## config.mk

```make
export PLATFORM = sky130hd
export DESIGN_NAME = kl8e_serial
export DESIGN_NICKNAME = d
export VERILOG_FILES = /design/src/rtl/kl8e_serial_pkg.sv /design/src/rtl/kl8e_serial_uart.sv /design/src/rtl/kl8e_serial.sv
export SDC_FILE = /design/constraint.sdc
export NUM_CORES = 1
export LEC_CHECK = 0
export BUFFER_PORTS_ARGS = -buffer_cell sky130_fd_sc_hd__buf_2
export CORE_MARGIN = 5
export CORE_UTILIZATION = 53
export DETAILED_ROUTE_END_ITERATION = 16
export GPL_ROUTABILITY_DRIVEN = 1
export PLACE_DENSITY = 0.8
export REMOVE_ABC_BUFFERS = 1
export SETUP_SLACK_MARGIN = 0.4
export SYNTH_ARGS = -nofsm -noshare
export SYNTH_HDL_FRONTEND = slang
export SYNTH_SLANG_ARGS = --single-unit
```

## constraint.sdc

```tcl
create_clock -name clk -period 3.05 [get_ports clk]
set_input_delay 0.1525 -clock clk [delete_from_list [all_inputs] [get_ports clk]]
set_output_delay 0.1525 -clock clk [all_outputs]
set_load 0.05 [all_outputs]
```

## src/rtl/kl8e_serial_pkg.sv

```systemverilog
// Shared constants for the KL8E console interface: IOT codes, CPU state code, bit divider.
package kl8e_serial_pkg;

  localparam logic [4:0] F1 = 5'd1;
  localparam logic [4:0] F2 = 5'd2;
  localparam logic [4:0] F3 = 5'd3;

  localparam logic [11:0] KCF = 12'o6030;
  localparam logic [11:0] KSF = 12'o6031;
  localparam logic [11:0] KCC = 12'o6032;
  localparam logic [11:0] KRS = 12'o6034;
  localparam logic [11:0] KIE = 12'o6035;
  localparam logic [11:0] KRB = 12'o6036;
  localparam logic [11:0] SPF = 12'o6040;
  localparam logic [11:0] TSF = 12'o6041;
  localparam logic [11:0] TCF = 12'o6042;
  localparam logic [11:0] TPC = 12'o6044;
  localparam logic [11:0] TSK = 12'o6045;
  localparam logic [11:0] TLS = 12'o6046;

  typedef enum logic [1:0] {U_IDLE, U_START, U_DATA, U_STOP} uart_state_t;

  function automatic int calc_div(input int clk_freq, input int baud);
    return clk_freq / baud;
  endfunction

endpackage

```

## src/rtl/kl8e_serial_uart.sv

```systemverilog
// 8N1 bit engines for the console: RX with 2-FF synchroniser, TX with a one-deep hold register.
module kl8e_serial_uart
  import kl8e_serial_pkg::*;
#(
  parameter int DIV = 10
) (
  input  logic       clk,
  input  logic       reset,
  input  logic       rx,
  output logic [7:0] rx_byte,
  output logic       rx_done,
  output logic       tx,
  input  logic [7:0] tx_byte,
  input  logic       tx_load,
  output logic       tx_done
);

  localparam int CNT_W = $clog2(DIV);
  localparam logic [CNT_W-1:0] DIV_M1  = CNT_W'(DIV - 1);
  localparam logic [CNT_W-1:0] HALF_M1 = CNT_W'(DIV / 2 - 1);

  logic              rx_s1, rx_s2, rx_s3;
  uart_state_t       rx_st;
  logic [CNT_W-1:0]  rx_cnt;
  logic [2:0]        rx_bit;
  logic [7:0]        rx_sh;

  uart_state_t       tx_st;
  logic [CNT_W-1:0]  tx_cnt;
  logic [2:0]        tx_bit;
  logic [7:0]        tx_sh;
  logic [7:0]        hold;
  logic              hold_valid;

  // Stop bit is sampled but not checked; framing errors are deliberately ignored.
  assign rx_done = (rx_st == U_STOP) && (rx_cnt == DIV_M1);
  assign rx_byte = rx_sh;
  assign tx_done = (tx_st == U_STOP) && (tx_cnt == DIV_M1);

  always_ff @(posedge clk) begin
    if (reset) begin
      rx_s1  <= 1'b1;
      rx_s2  <= 1'b1;
      rx_s3  <= 1'b1;
      rx_st  <= U_IDLE;
      rx_cnt <= '0;
      rx_bit <= '0;
    end else begin
      rx_s1 <= rx;
      rx_s2 <= rx_s1;
      rx_s3 <= rx_s2;
      case (rx_st)
        U_IDLE: begin
          if (rx_s3 && !rx_s2) begin
            rx_st  <= U_START;
            rx_cnt <= '0;
          end
        end
        U_START: begin
          if (rx_cnt == HALF_M1) begin
            rx_cnt <= '0;
            rx_bit <= '0;
            rx_st  <= rx_s2 ? U_IDLE : U_DATA;
          end else begin
            rx_cnt <= rx_cnt + 1'b1;
          end
        end
        U_DATA: begin
          if (rx_cnt == DIV_M1) begin
            rx_cnt <= '0;
            rx_sh  <= {rx_s2, rx_sh[7:1]};
            rx_bit <= rx_bit + 1'b1;
            if (rx_bit == 3'd7) rx_st <= U_STOP;
          end else begin
            rx_cnt <= rx_cnt + 1'b1;
          end
        end
        U_STOP: begin
          if (rx_cnt == DIV_M1) begin
            rx_cnt <= '0;
            rx_st  <= U_IDLE;
          end else begin
            rx_cnt <= rx_cnt + 1'b1;
          end
        end
        default: rx_st <= U_IDLE;
      endcase
    end
  end

  always_ff @(posedge clk) begin
    if (reset) begin
      tx_st      <= U_IDLE;
      tx         <= 1'b1;
      tx_cnt     <= '0;
      tx_bit     <= '0;
      hold_valid <= 1'b0;
    end else begin
      case (tx_st)
        U_IDLE: begin
          if (hold_valid) begin
            tx_st      <= U_START;
            tx         <= 1'b0;
            tx_sh      <= hold;
            tx_cnt     <= '0;
            hold_valid <= 1'b0;
          end
        end
        U_START: begin
          if (tx_cnt == DIV_M1) begin
            tx_cnt <= '0;
            tx_bit <= '0;
            tx_st  <= U_DATA;
            tx     <= tx_sh[0];
            tx_sh  <= {1'b0, tx_sh[7:1]};
          end else begin
            tx_cnt <= tx_cnt + 1'b1;
          end
        end
        U_DATA: begin
          if (tx_cnt == DIV_M1) begin
            tx_cnt <= '0;
            tx_bit <= tx_bit + 1'b1;
            if (tx_bit == 3'd7) begin
              tx_st <= U_STOP;
              tx    <= 1'b1;
            end else begin
              tx    <= tx_sh[0];
              tx_sh <= {1'b0, tx_sh[7:1]};
            end
          end else begin
            tx_cnt <= tx_cnt + 1'b1;
          end
        end
        U_STOP: begin
          if (tx_cnt == DIV_M1) begin
            tx_cnt <= '0;
            tx_st  <= U_IDLE;
          end else begin
            tx_cnt <= tx_cnt + 1'b1;
          end
        end
        default: tx_st <= U_IDLE;
      endcase
      // A load in the same clock as the hold is consumed keeps the new byte pending.
      if (tx_load) begin
        hold       <= tx_byte;
        hold_valid <= 1'b1;
      end
    end
  end

endmodule

```

## src/rtl/kl8e_serial.sv

```systemverilog
// KL8E console teletype: IOT 603x/604x decode, flags, skip and interrupt around the UART engines.
// Optional macro KL8E_INT_ENABLE_EN adds the KIE (6035) interrupt-enable flip-flop.
module kl8e_serial
  import kl8e_serial_pkg::*;
#(
  parameter int CLK_FREQ = 50_000_000,
  parameter int BAUD     = 9600
) (
  input  logic        clk,
  input  logic        reset,
  input  logic [4:0]  state,
  input  logic [11:0] instruction,
  input  logic [11:0] ac,
  input  logic        rx,
  output logic        tx,
  output logic [11:0] serial_data_bus,
  output logic        sskip,
  output logic        interrupt_request
);

  localparam int DIV = calc_div(CLK_FREQ, BAUD);

  logic       f3;
  logic       kbd_flag, prt_flag, ie;
  logic [7:0] kbd_buf;
  logic [7:0] rx_byte;
  logic       rx_done, tx_done, tx_load;
  logic       kbd_clr, prt_set, prt_clr;
  logic       unused_ac;

  assign f3      = (state == F3);
  assign tx_load = f3 && (instruction == TPC || instruction == TLS);
  assign kbd_clr = f3 && (instruction == KCF || instruction == KCC || instruction == KRB);
  assign prt_set = f3 && (instruction == SPF);
  assign prt_clr = f3 && (instruction == TCF || instruction == TLS);
  assign unused_ac = ^ac[11:8];

  // Vector bit 0 is PDP-8 AC bit 11, so AC[4:11] is ac[7:0].
  kl8e_serial_uart #(.DIV(DIV)) u_serial_uart (
    .clk     (clk),
    .reset   (reset),
    .rx      (rx),
    .rx_byte (rx_byte),
    .rx_done (rx_done),
    .tx      (tx),
    .tx_byte (ac[7:0]),
    .tx_load (tx_load),
    .tx_done (tx_done)
  );

`ifdef KL8E_INT_ENABLE_EN
  always_ff @(posedge clk) begin
    if (reset)                          ie <= 1'b1;
    else if (f3 && instruction == KIE)  ie <= ac[0];
  end
`else
  assign ie = 1'b1;
`endif

  always_comb begin
    sskip = 1'b0;
    case (instruction)
      KSF:     sskip = kbd_flag;
      TSF:     sskip = prt_flag;
      TSK:     sskip = kbd_flag | prt_flag;
      default: sskip = 1'b0;
    endcase
  end

  // Hardware flag sets take priority over IOT clears in the same clock.
  always_ff @(posedge clk) begin
    if (reset) begin
      kbd_flag          <= 1'b0;
      prt_flag          <= 1'b0;
      kbd_buf           <= 8'h00;
      serial_data_bus   <= 12'o0000;
      interrupt_request <= 1'b0;
    end else begin
      serial_data_bus   <= {4'o0, kbd_buf};
      interrupt_request <= ie & (kbd_flag | prt_flag);
      if (rx_done) begin
        kbd_flag <= 1'b1;
        kbd_buf  <= rx_byte;
      end else if (kbd_clr) begin
        kbd_flag <= 1'b0;
      end
      if (tx_done || prt_set) prt_flag <= 1'b1;
      else if (prt_clr)       prt_flag <= 1'b0;
    end
  end

endmodule

```

---- Word level (Yosys, flattened, before mapping) ----
Cells that the tools add are included.
operators by class
  $add $sub $neg .......................... 4
  equality and inequality tests ........... 33
  muxes and demuxes ....................... 43
  bitwise operators ....................... 2
  reduce and logical (&&, ||, !) cells .... 31
operators by type and width
  operator                                          count
  == test 12 bit (second input constant)            10
  two-way mux 13 bit                                5
  case mux 13 bit (3 select lines)                  1
  two-way mux 8 bit                                 4
  adder 13 x 1 -> 13 bit (second input constant)    2
  == test 13 bit (second input constant)            2
  case mux 13 bit (2 select lines)                  1
  case mux 8 bit (3 select lines)                   1
  two-way mux 2 bit                                 11
  != test 2 x 1 -> 1 bit (second input constant)    8
  case mux 2 bit (4 select lines)                   2
  == test 13 x 12 -> 1 bit (second input constant)  1
  two-way mux 3 bit                                 4
  case mux 3 bit (2 select lines)                   2
  two-way mux 1 bit                                 10
  AND reduction 5 bit                               2
  nonzero test 2 bit                                5
  AND reduction 3 bit                               3
  == test 2 bit (second input constant)             4
  logical AND 1 bit                                 7
  adder 3 x 1 -> 3 bit (second input constant)      2
  == test 3 bit (second input constant)             2
  != test 2 bit (second input constant)             3
  case mux 1 bit (3 select lines)                   2
  13 further kinds                                  19
word-level totals
  register bits after elaboration ......... 88
  input bits .............................. 32
  output and inout port bits .............. 15
  word-level logic and storage cells ...... 133

---- Depth between registers and ports, before layout ----
Gate-level depths: netlist (run 1).
  depth after elaboration ................. 6
  depth in mapped cells ................... 8
  gate-level depth less buffers ........... 7

---- Hierarchy ----
From an unflattened synthesis (run 1), not the netlist that was laid out.
unflattened totals
  cells, all modules ...................... 384
  area total of the unflattened synthesis .. 3799.9 um^2
modules (own cells, without submodules)
  module            times used  cells an instance  area an instance (um^2)
  kl8e_serial_uart  1           304                3027.9
  kl8e_serial       1           80                 772.0

---- Least setup slack after synthesis (run 1) ----
OpenSTA, ideal clock, no wires.
  kind .................................... input port to output port
  start point ............................. input instruction[5]
  end point ............................... output sskip
  data arrival time ....................... 2.564 ns
  setup slack ............................. 0.334 ns
  cell stages on the path ................. 4
  cells stage by stage .................... or4_1 o21ai_0 a32oi_1 nor4b_1
between the ends
  word-level cells in the longest chain between the ends .. 2
  elaborated cells between the ends (all ways) .. 4
  classes of those cells .................. eq/ne: 3; mux: 1
ends and longest elaborated chain
  element                              line               source
  start: declaration                   kl8e_serial.sv:12  input logic [11:0] instruction,
  == test 12 bit                       kl8e_serial.sv:62  case (instruction)
  case mux 1 bit (3 select lines) (*)  kl8e_serial.sv:62
  end: declaration                     kl8e_serial.sv:17  output logic sskip,
Mark *: on every way between the ends. The rest lies on a longest branch, timed or not.

---- Worst setup path in the final report (run 1) ----
  start point ............................. register u_serial_uart.tx_cnt[0]
  end point ............................... register u_serial_uart.tx_sh[1] (enable)
between the ends
  word-level cells in the longest chain between the ends .. 3
  elaborated cells between the ends (all ways) .. 4
  classes of those cells .................. eq/ne: 3; reduce/logical: 1
ends and longest elaborated chain
  element                                   line                                              source
  start: declaration                        kl8e_serial_uart.sv:29                            logic [CNT_W-1:0] tx_cnt;
  start signal: assignment                  kl8e_serial_uart.sv:117                           tx_cnt <= tx_cnt + 1'b1;
  start signal: assignment                  kl8e_serial_uart.sv:132                           tx_cnt <= tx_cnt + 1'b1;
  start signal: assignment                  kl8e_serial_uart.sv:140                           tx_cnt <= tx_cnt + 1'b1;
  == test 13 bit (*)                        kl8e_serial_uart.sv:110, kl8e_serial_uart.sv:121
  != test 2 x 1 -> 1 bit (no source line)   -
  AND reduction 6 bit (no source line) (*)  -
  end signal: assignment                    kl8e_serial_uart.sv:104                           tx_sh <= hold;
  end signal: assignment                    kl8e_serial_uart.sv:115                           tx_sh <= {1'b0, tx_sh[7:1]};
  end signal: assignment                    kl8e_serial_uart.sv:129                           tx_sh <= {1'b0, tx_sh[7:1]};
  end: declaration                          kl8e_serial_uart.sv:31                            logic [7:0] tx_sh;
Marks and branches as above.
A chain may end at the register's enable or synchronous reset.

==> out/metrics.cfg, run 1 <==
[clocking]
hold_buffers = 9
cts_resized = 0
root_buffer = clkbuf_8
cts_tree = built
clk_latency_ns = 0.35
cts_buffer_depth = 2
clk_transition_reported_paths_ns = 0.08
cts_inserted_buffers = 9
cts_setup_buffers = 0
htreeDepth = 3
clock_sinks = 84

[yosys]
ys_top_cells_by_count = 60 x dfxtp_1, 39 x nor2_1, 31 x nand2_1
ys.flop_type = dfxtp_1
synth_edf_count = 24
synth.area.top_cells = dfxtp_1 31%, edfxtp_1 18%, nor2_1 3.7%, mux2i_1 3.6%, ha_1 3.5%
seq_area_frac_synth = 0.490
netlist_area_um2 = 3920
synth.most_common_cell = dfxtp_1
ys_types = 69
ys_ff_latch = 84
yosys.area.top_type = dfxtp_1
synthCells = 383
async_flop_share = 0
synth_area_per_cell_um2 = 10.2
yosys_warnings = 0
synth_top_area_frac = 0.306

[route]
wl_mm = 7.32
drtAntennaViolNets = 0
post_drt_via_cell_ratio = 5.55
drtIter0Drc = 160
route.detailed.drc = 0
wl_per_cell_um = 13.9
vias = 2929
dr.pass1.iters = 4

[critical_path]
arrival_ns = 2.48
startpoint = u_serial_uart.tx_cnt[0]
critical-path-top-delay-family = simple AND/OR/NAND/NOR gates
crit_cells = 6
slowest_stage = and3_1
critPathKind = flop to flop
reg2reg_depth = 6
cpPeakStageDelay_ns = 0.46
worstPathCellList = ha_1 > and4b_4 > and3_1 > o21ai_0 > a211oi_1 > buf_4
crit_path_end_kind = flop
r2r-start = u_serial_uart.tx_cnt[0]
start_kind = flop
endpoint = u_serial_uart.tx_sh[1]
critical_path_required_ns = 3.11
crit_path_max_fanout = 10
r2r-end = u_serial_uart.tx_sh[1]
ff2ff_setup_slack_ns = 0.64
worst-path-buf-inv = 1

[floorplan]
initial_core_util = 0.544
die_x_um = 96.0
dieArea_um2 = 9220
coreArea_um2 = 7210
io_pins = 47
die_h_um = 96.0
rows = 31

[timing]
finalSetupViolCount = 0
period_minus_slack_ns = 2.41
finalSetupTns_ns = 0
rsz0062_at_grt = no
hold_viol = 0
finalCritPeriodShare = 0.791
slew_viol_final = 0
whs_ns = 0.128
fmax_ghz = 0.414
fin_worst_skew_ns = 0.00533
relSlewSlack = 0.502
worst_slew_pin_slew_ns = 0.744

[status]
status = completed

[finish]
syn_to_final_growth_pct = 13.0
finalNonFillerCells = 528
drive_gt1_frac = 0.217
final_nets = 467
fillers = 639
antenna_cells = 0

[min_path]
min-delay-start = instruction[2]
min_path_type = primary input to flop

[run]
cap_violations = 0

[placed_design]
gp_routability_congestion = 0.806
dp_hpwl_mm = 5.10
numPlacedInstances = 503
port_buffers = 38

[global_route]
grt-ovfl-total = 0
antenna_found_initial = 0
track_usage = 0.175
first_global_vias = 2823
grt_pass1_wl_mm = 12.8
grt_max_degree = 64

[power_and_ir_drop]
p_leak_nw = 1.67
peakVddDrop_uv = 297
pwr_density_cell_nw_per_um2 = 529

-- layout by cell type (no fill, tap or decap), drive strengths merged, types with 13 or more instances in the layout --
cell and instances:
nand2 31, nor2 40, dfxtp 60, buf 42, inv 15, a21oi 15
edfxtp 24, mux2i 14, nand3 13, o21ai 15
-- layout make-up --
| class | count | area [um^2] | area share |
|---|---|---|---|
| clock inverters | 6 | 70.1 | 0.0158 |
| repair buffers | 51 | 310 | 0.0701 |
| flip-flops and latches | 84 | 1920 | 0.434 |
| inverters | 12 | 45.0 | 0.0102 |
| well taps | 99 | 124 | 0.0280 |
| multi-input cells | 266 | 1820 | 0.411 |
| clock buffers | 10 | 138 | 0.0311 |
-- per-stage QoR --
step                instance area [um^2]  utilization  setup WS, ns  total power [mW]
finish                              4430        0.614         0.637              2.35
detailed placement                  4130        0.573         0.729              1.55
global route                        4430        0.614         0.496              2.45
CTS                                 4430        0.614         0.680              2.37
global placement                    4130        0.573         0.784              1.53
floorplan                           3790            -         0.334              1.45
-- where the power goes --
group,leakage [nW],switching [mW],internal (mW)
Sequential,0.700,0.0258,1.18
Combinational,0.870,0.208,0.120
Clock,0.104,0.405,0.408
Total,1.67,0.639,1.71
-- worst min path at each step --
| stage | to | slack, ns | cells past startpoint |
|---|---|---|---|
| detailed placement | u_serial_uart.hold[0] | 0.33 | 1 |
| global placement | u_serial_uart.hold[1] | 0.33 | 1 |
| finish | u_serial_uart.hold_valid | 0.13 | 3 |
| CTS | u_serial_uart.hold_valid | 0.12 | 3 |
| floorplan | kbd_flag | 0.22 | 1 |
| global route | prt_flag | 0.13 | 3 |
-- worst register-to-register path: cells and delay by family (launching register included) --
family                   cells  cell delay, ns
AND/OR/NAND/NOR              2            0.72
AO/OA/AOI/OAI                2            0.53
flip-flops                   1            0.42
adder cells (fa/ha/maj)      1            0.24
buffers and inverters        1            0.22
-- flip-flops by register name (all words and copies together) (netlist names), named ones only --
register	count
u_serial_uart.rx_cnt	13
u_serial_uart.tx	1
kbd_buf	8
u_serial_uart.rx_st	1
u_serial_uart.tx_cnt	13
u_serial_uart.rx_bit	3
interrupt_request	1
serial_data_bus	8
u_serial_uart.hold	8
u_serial_uart.tx_bit	3
prt_flag	1
u_serial_uart.tx_sh	8
u_serial_uart.rx_s2	1
u_serial_uart.rx_byte	8
u_serial_uart.rx_s3	1
u_serial_uart.hold_valid	1
u_serial_uart.rx_s1	1
u_serial_uart.tx_st	2
kbd_flag	1
-- layer usage --
layer	GRT usage	wire [um]	up-vias
met4	0.0521	113	0
met2	0.308	3700	46
li1	-	-	1485
met3	0.0430	281	11
met5	0	0	-
met1	0.211	3230	1387
-- cells by family (layout without fill, tap and decap cells) --
group           after synthesis  in the layout  share of synthesized area
simple gates                154            154                      0.231
flops                        84             84                      0.490
compound gates               76             76                      0.138
buf+inv                      36             79                     0.0485
mux                          21             21                     0.0558
fa+ha+maj                    11             11                     0.0351
other cells                   1              4                   0.000956
No activity file was read; power rests on OpenSTA's default activity.
==> inputs of run 2 (changes only) <==
--- a/config.mk
+++ b/config.mk
@@ -7,10 +7,10 @@
 export LEC_CHECK = 0
 export BUFFER_PORTS_ARGS = -buffer_cell sky130_fd_sc_hd__buf_2
 export CORE_MARGIN = 5
-export CORE_UTILIZATION = 53
+export CORE_UTILIZATION = 52
 export DETAILED_ROUTE_END_ITERATION = 16
 export GPL_ROUTABILITY_DRIVEN = 1
-export PLACE_DENSITY = 0.8
+export PLACE_DENSITY = 0.81
 export REMOVE_ABC_BUFFERS = 1
 export SETUP_SLACK_MARGIN = 0.4
 export SYNTH_ARGS = -nofsm -noshare
==> constraint.sdc (replaced) <==
create_clock -name clk -period 2 [get_ports clk]
set_input_delay 0.1 -clock clk [delete_from_list [all_inputs] [get_ports clk]]
set_output_delay 0.1 -clock clk [all_outputs]
set_load 0.05 [all_outputs]
==> run 2 against run 1 <==
  * Worst hold slack got worse by 0.034 ns
  * Power rose by 68%
  * Register-to-register slack got worse by 0.56 ns
  * Flip-flop and latch count did not move
  * Sequential power rose by 52%
  * Count of clock-buffer cells in the layout fell by 1
  * Wire length rose by 33%
  * Clock power rose by 51%
  * Die area rose by 1.7%
  * Maximum frequency rose by 25%
  * Global-route usage rose by 2.6 points
  * Via count rose by 13%
  * Largest cell class is now multi-input gates
  * Highest routed layer unchanged
==> out/metrics.cfg, run 2 (synthesis gave the netlist of run 1 again) <==
[floorplan]
coreArea_um2 = 7290  ; +1.1%
initial_core_util = 0.538  ; -0.00578
dieArea_um2 = 9380  ; +1.7%
io_pins = 47  ; unchanged
die_h_um = 96.8  ; +0.86%
die_x_um = 96.8  ; +0.86%
rows = 31  ; unchanged

[critical_path]
r2r-start = u_serial_uart.tx_cnt[0]
slowest_stage = a311oi_1
worstPathCellList = ha_4 > and4b_4 > and3_4 > buf_6 > nor2_8 > buf_6 > o21ai_2 > a311oi_1
cpPeakStageDelay_ns = 0.40  ; -0.06 ns
r2r-end = u_serial_uart.tx_cnt[7]
crit_path_end_kind = flop
critPathKind = flop to flop
crit_path_max_fanout = 7  ; -3
crit_top_cell = buf_6
reg2reg_depth = 8  ; +2
arrival_ns = 2.16  ; -0.32 ns
critical_path_required_ns = 2.24  ; -0.87 ns
start_kind = flop
ff2ff_setup_slack_ns = 0.07  ; -0.56 ns

[placed_design]
pre_cts_ws_ns = 0.0250  ; -0.704 ns
gp_routability_congestion = 0.877  ; +8.8%
dp_hpwl_mm = 5.58  ; +9.3%
port_buffers = 38  ; unchanged
numPlacedInstances = 519  ; +3.2%
placed_cell_area_um2 = 4250  ; +2.9%

[clocking]
clock_sinks = 84  ; unchanged
clk_transition_reported_paths_ns = 0.09  ; about the same
root_buffer = clkbuf_8
cts_tree = built
cts_buffer_depth = 2  ; unchanged
htreeDepth = 3  ; unchanged
clk_latency_ns = 0.36  ; about the same
cts_inserted_buffers = 9  ; unchanged

[min_path]
min_to = u_serial_uart.hold_valid
min_path_type = primary input to flop
min_path_cells = 3  ; unchanged
min-delay-start = instruction[2]

[power_and_ir_drop]
p_leak_nw = 2.02  ; +21%
p_seq_frac = 0.462  ; -0.052
sw_frac_of_total = 0.292  ; +0.0194
power_switching_mw = 1.15  ; +80%
p_comb_frac = 0.226  ; +0.086
peakVddDrop_uv = 507  ; +71%
pwr-share-clk = 0.312  ; -0.035
pwr_density_cell_nw_per_um2 = 753  ; +42%
total_power_mw = 3.95  ; +68%
intPower_mw = 2.80  ; +64%

[timing]
slew_viol_final = 0  ; unchanged
rsz0062_at_grt = yes
finalSetupViolCount = 0  ; unchanged
finalCritPeriodShare = 0.964  ; +0.173
worst_slack_ns = 0.0724  ; -0.565 ns
relSlewSlack = 0.665  ; +0.163
worst_slew_pin_slew_ns = 0.499  ; -0.244 ns
fmax_ghz = 0.519  ; +25%
period_minus_slack_ns = 1.93  ; -0.485 ns
fin_worst_skew_ns = 0.0112  ; +0.00583 ns
whs_ns = 0.0939  ; -0.0342 ns
hold_viol = 0  ; unchanged
finalSetupTns_ns = 0  ; unchanged

[route]
wl_per_cell_um = 16.9  ; +22%
post_drt_via_cell_ratio = 5.75  ; +3.6%
route.detailed.drc = 0  ; unchanged
drtAntennaViolNets = 0  ; unchanged
drtIter0Drc = 163  ; +1.9%
wl_mm = 9.77  ; +33%
vias = 3317  ; +13%
dr.pass1.iters = 5  ; +1

[finish]
final_cell_area_um2 = 5250  ; +18%
final_cell_mix = 40 x dfxtp_1, 38 x buf_4, 36 x nor2_1, 33 x buf_2
drive_gt1_frac = 0.439  ; +0.223
final_common_cell = dfxtp_1
post-route-util = 0.719  ; +0.105
final_nets = 516  ; +10%
syn_to_final_growth_pct = 33.8
antenna_cells = 0  ; unchanged
fillers = 503  ; -21%
top_regs = u_serial_uart.rx_cnt x13, u_serial_uart.tx_cnt x13
finalNonFillerCells = 577  ; +9.3%

[global_route]
first_global_vias = 3349  ; +19%
grt-ovfl-total = 0  ; unchanged
grt_pass1_wl_mm = 15.7  ; +23%
antenna_found_initial = 0  ; unchanged
track_usage = 0.201  ; +0.0259
grt_max_degree = 24  ; -63%

[status]
status = completed

[run]
cap_violations = 0  ; unchanged

[run 2: worst max-delay path by stage]
stage	slack, ns	depth (start not counted)	start	endpoint
after floorplan	-0.61	4	instruction[5]	sskip
after global placement	0.10	7	u_serial_uart.rx_cnt[1]	u_serial_uart.rx_cnt[6]
after detailed placement	0.03	7	u_serial_uart.rx_cnt[1]	u_serial_uart.rx_cnt[6]
after CTS	0.26	8	u_serial_uart.rx_cnt[1]	u_serial_uart.rx_cnt[7]
after global routing	0.05	8	u_serial_uart.tx_cnt[0]	u_serial_uart.tx_cnt[7]
final	0.07	8	u_serial_uart.tx_cnt[0]	u_serial_uart.tx_cnt[7]
[run 2: area by class of cell]
cell class,count,area (um^2),share of cell area
Sequential cell,84,1960,0.375
Timing Repair Buffer,100,769,0.147
Multi-Input combinational cell,266,2150,0.409
Tap cell,99,124,0.0236
Clock inverter,7,72.6,0.0138
Inverter,12,45.0,0.00859
Clock buffer,9,124,0.0236
[run 2: what timing repair did]
| item | CTS | global route |
|---|---|---|
| setup buffers | 25 | 7 |
| pin swaps | 43 | 20 |
| gates cloned | 1 | 0 |
| hold buffers | 9 | 0 |
| hold endpoints to repair | 9 | 0 |
| resized for setup | 87 | 41 |
| setup endpoints to repair | 69 | 67 |
[run 2: power groups by stage]
stage	Clock, mW	Sequential, mW	Combinational (mW)
2_1_floorplan	0	1.89	0.321
3_3_place_gp	0	1.87	0.501
3_5_place_dp	0	1.87	0.525
4_1_cts	1.25	1.83	0.748
5_1_grt	1.33	1.83	0.948
6_report	1.23	1.82	0.891
[run 2: worst max-delay path, delay by kind of cell (launching register included)]
kind,cells,cell delay [ns]
buffers and inverters,2,0.29
AND/OR/NAND/NOR,3,0.53
adder cells (fa/ha/maj),1,0.16
flip-flops,1,0.36
AO/OA/AOI/OAI,2,0.47
[run 2: metal layers]
layer / part of all wire / vias to the layer above / track usage / routed length (um)
li1: - / 1584 / - / -
met1: 0.41 / 1632 / 0.226 / 3970
met2: 0.54 / 89 / 0.372 / 5320
met3: 0.039 / 12 / 0.0547 / 379
met4: 0.0095 / 0 / 0.0562 / 93
met5: 0 / - / 0 / 0
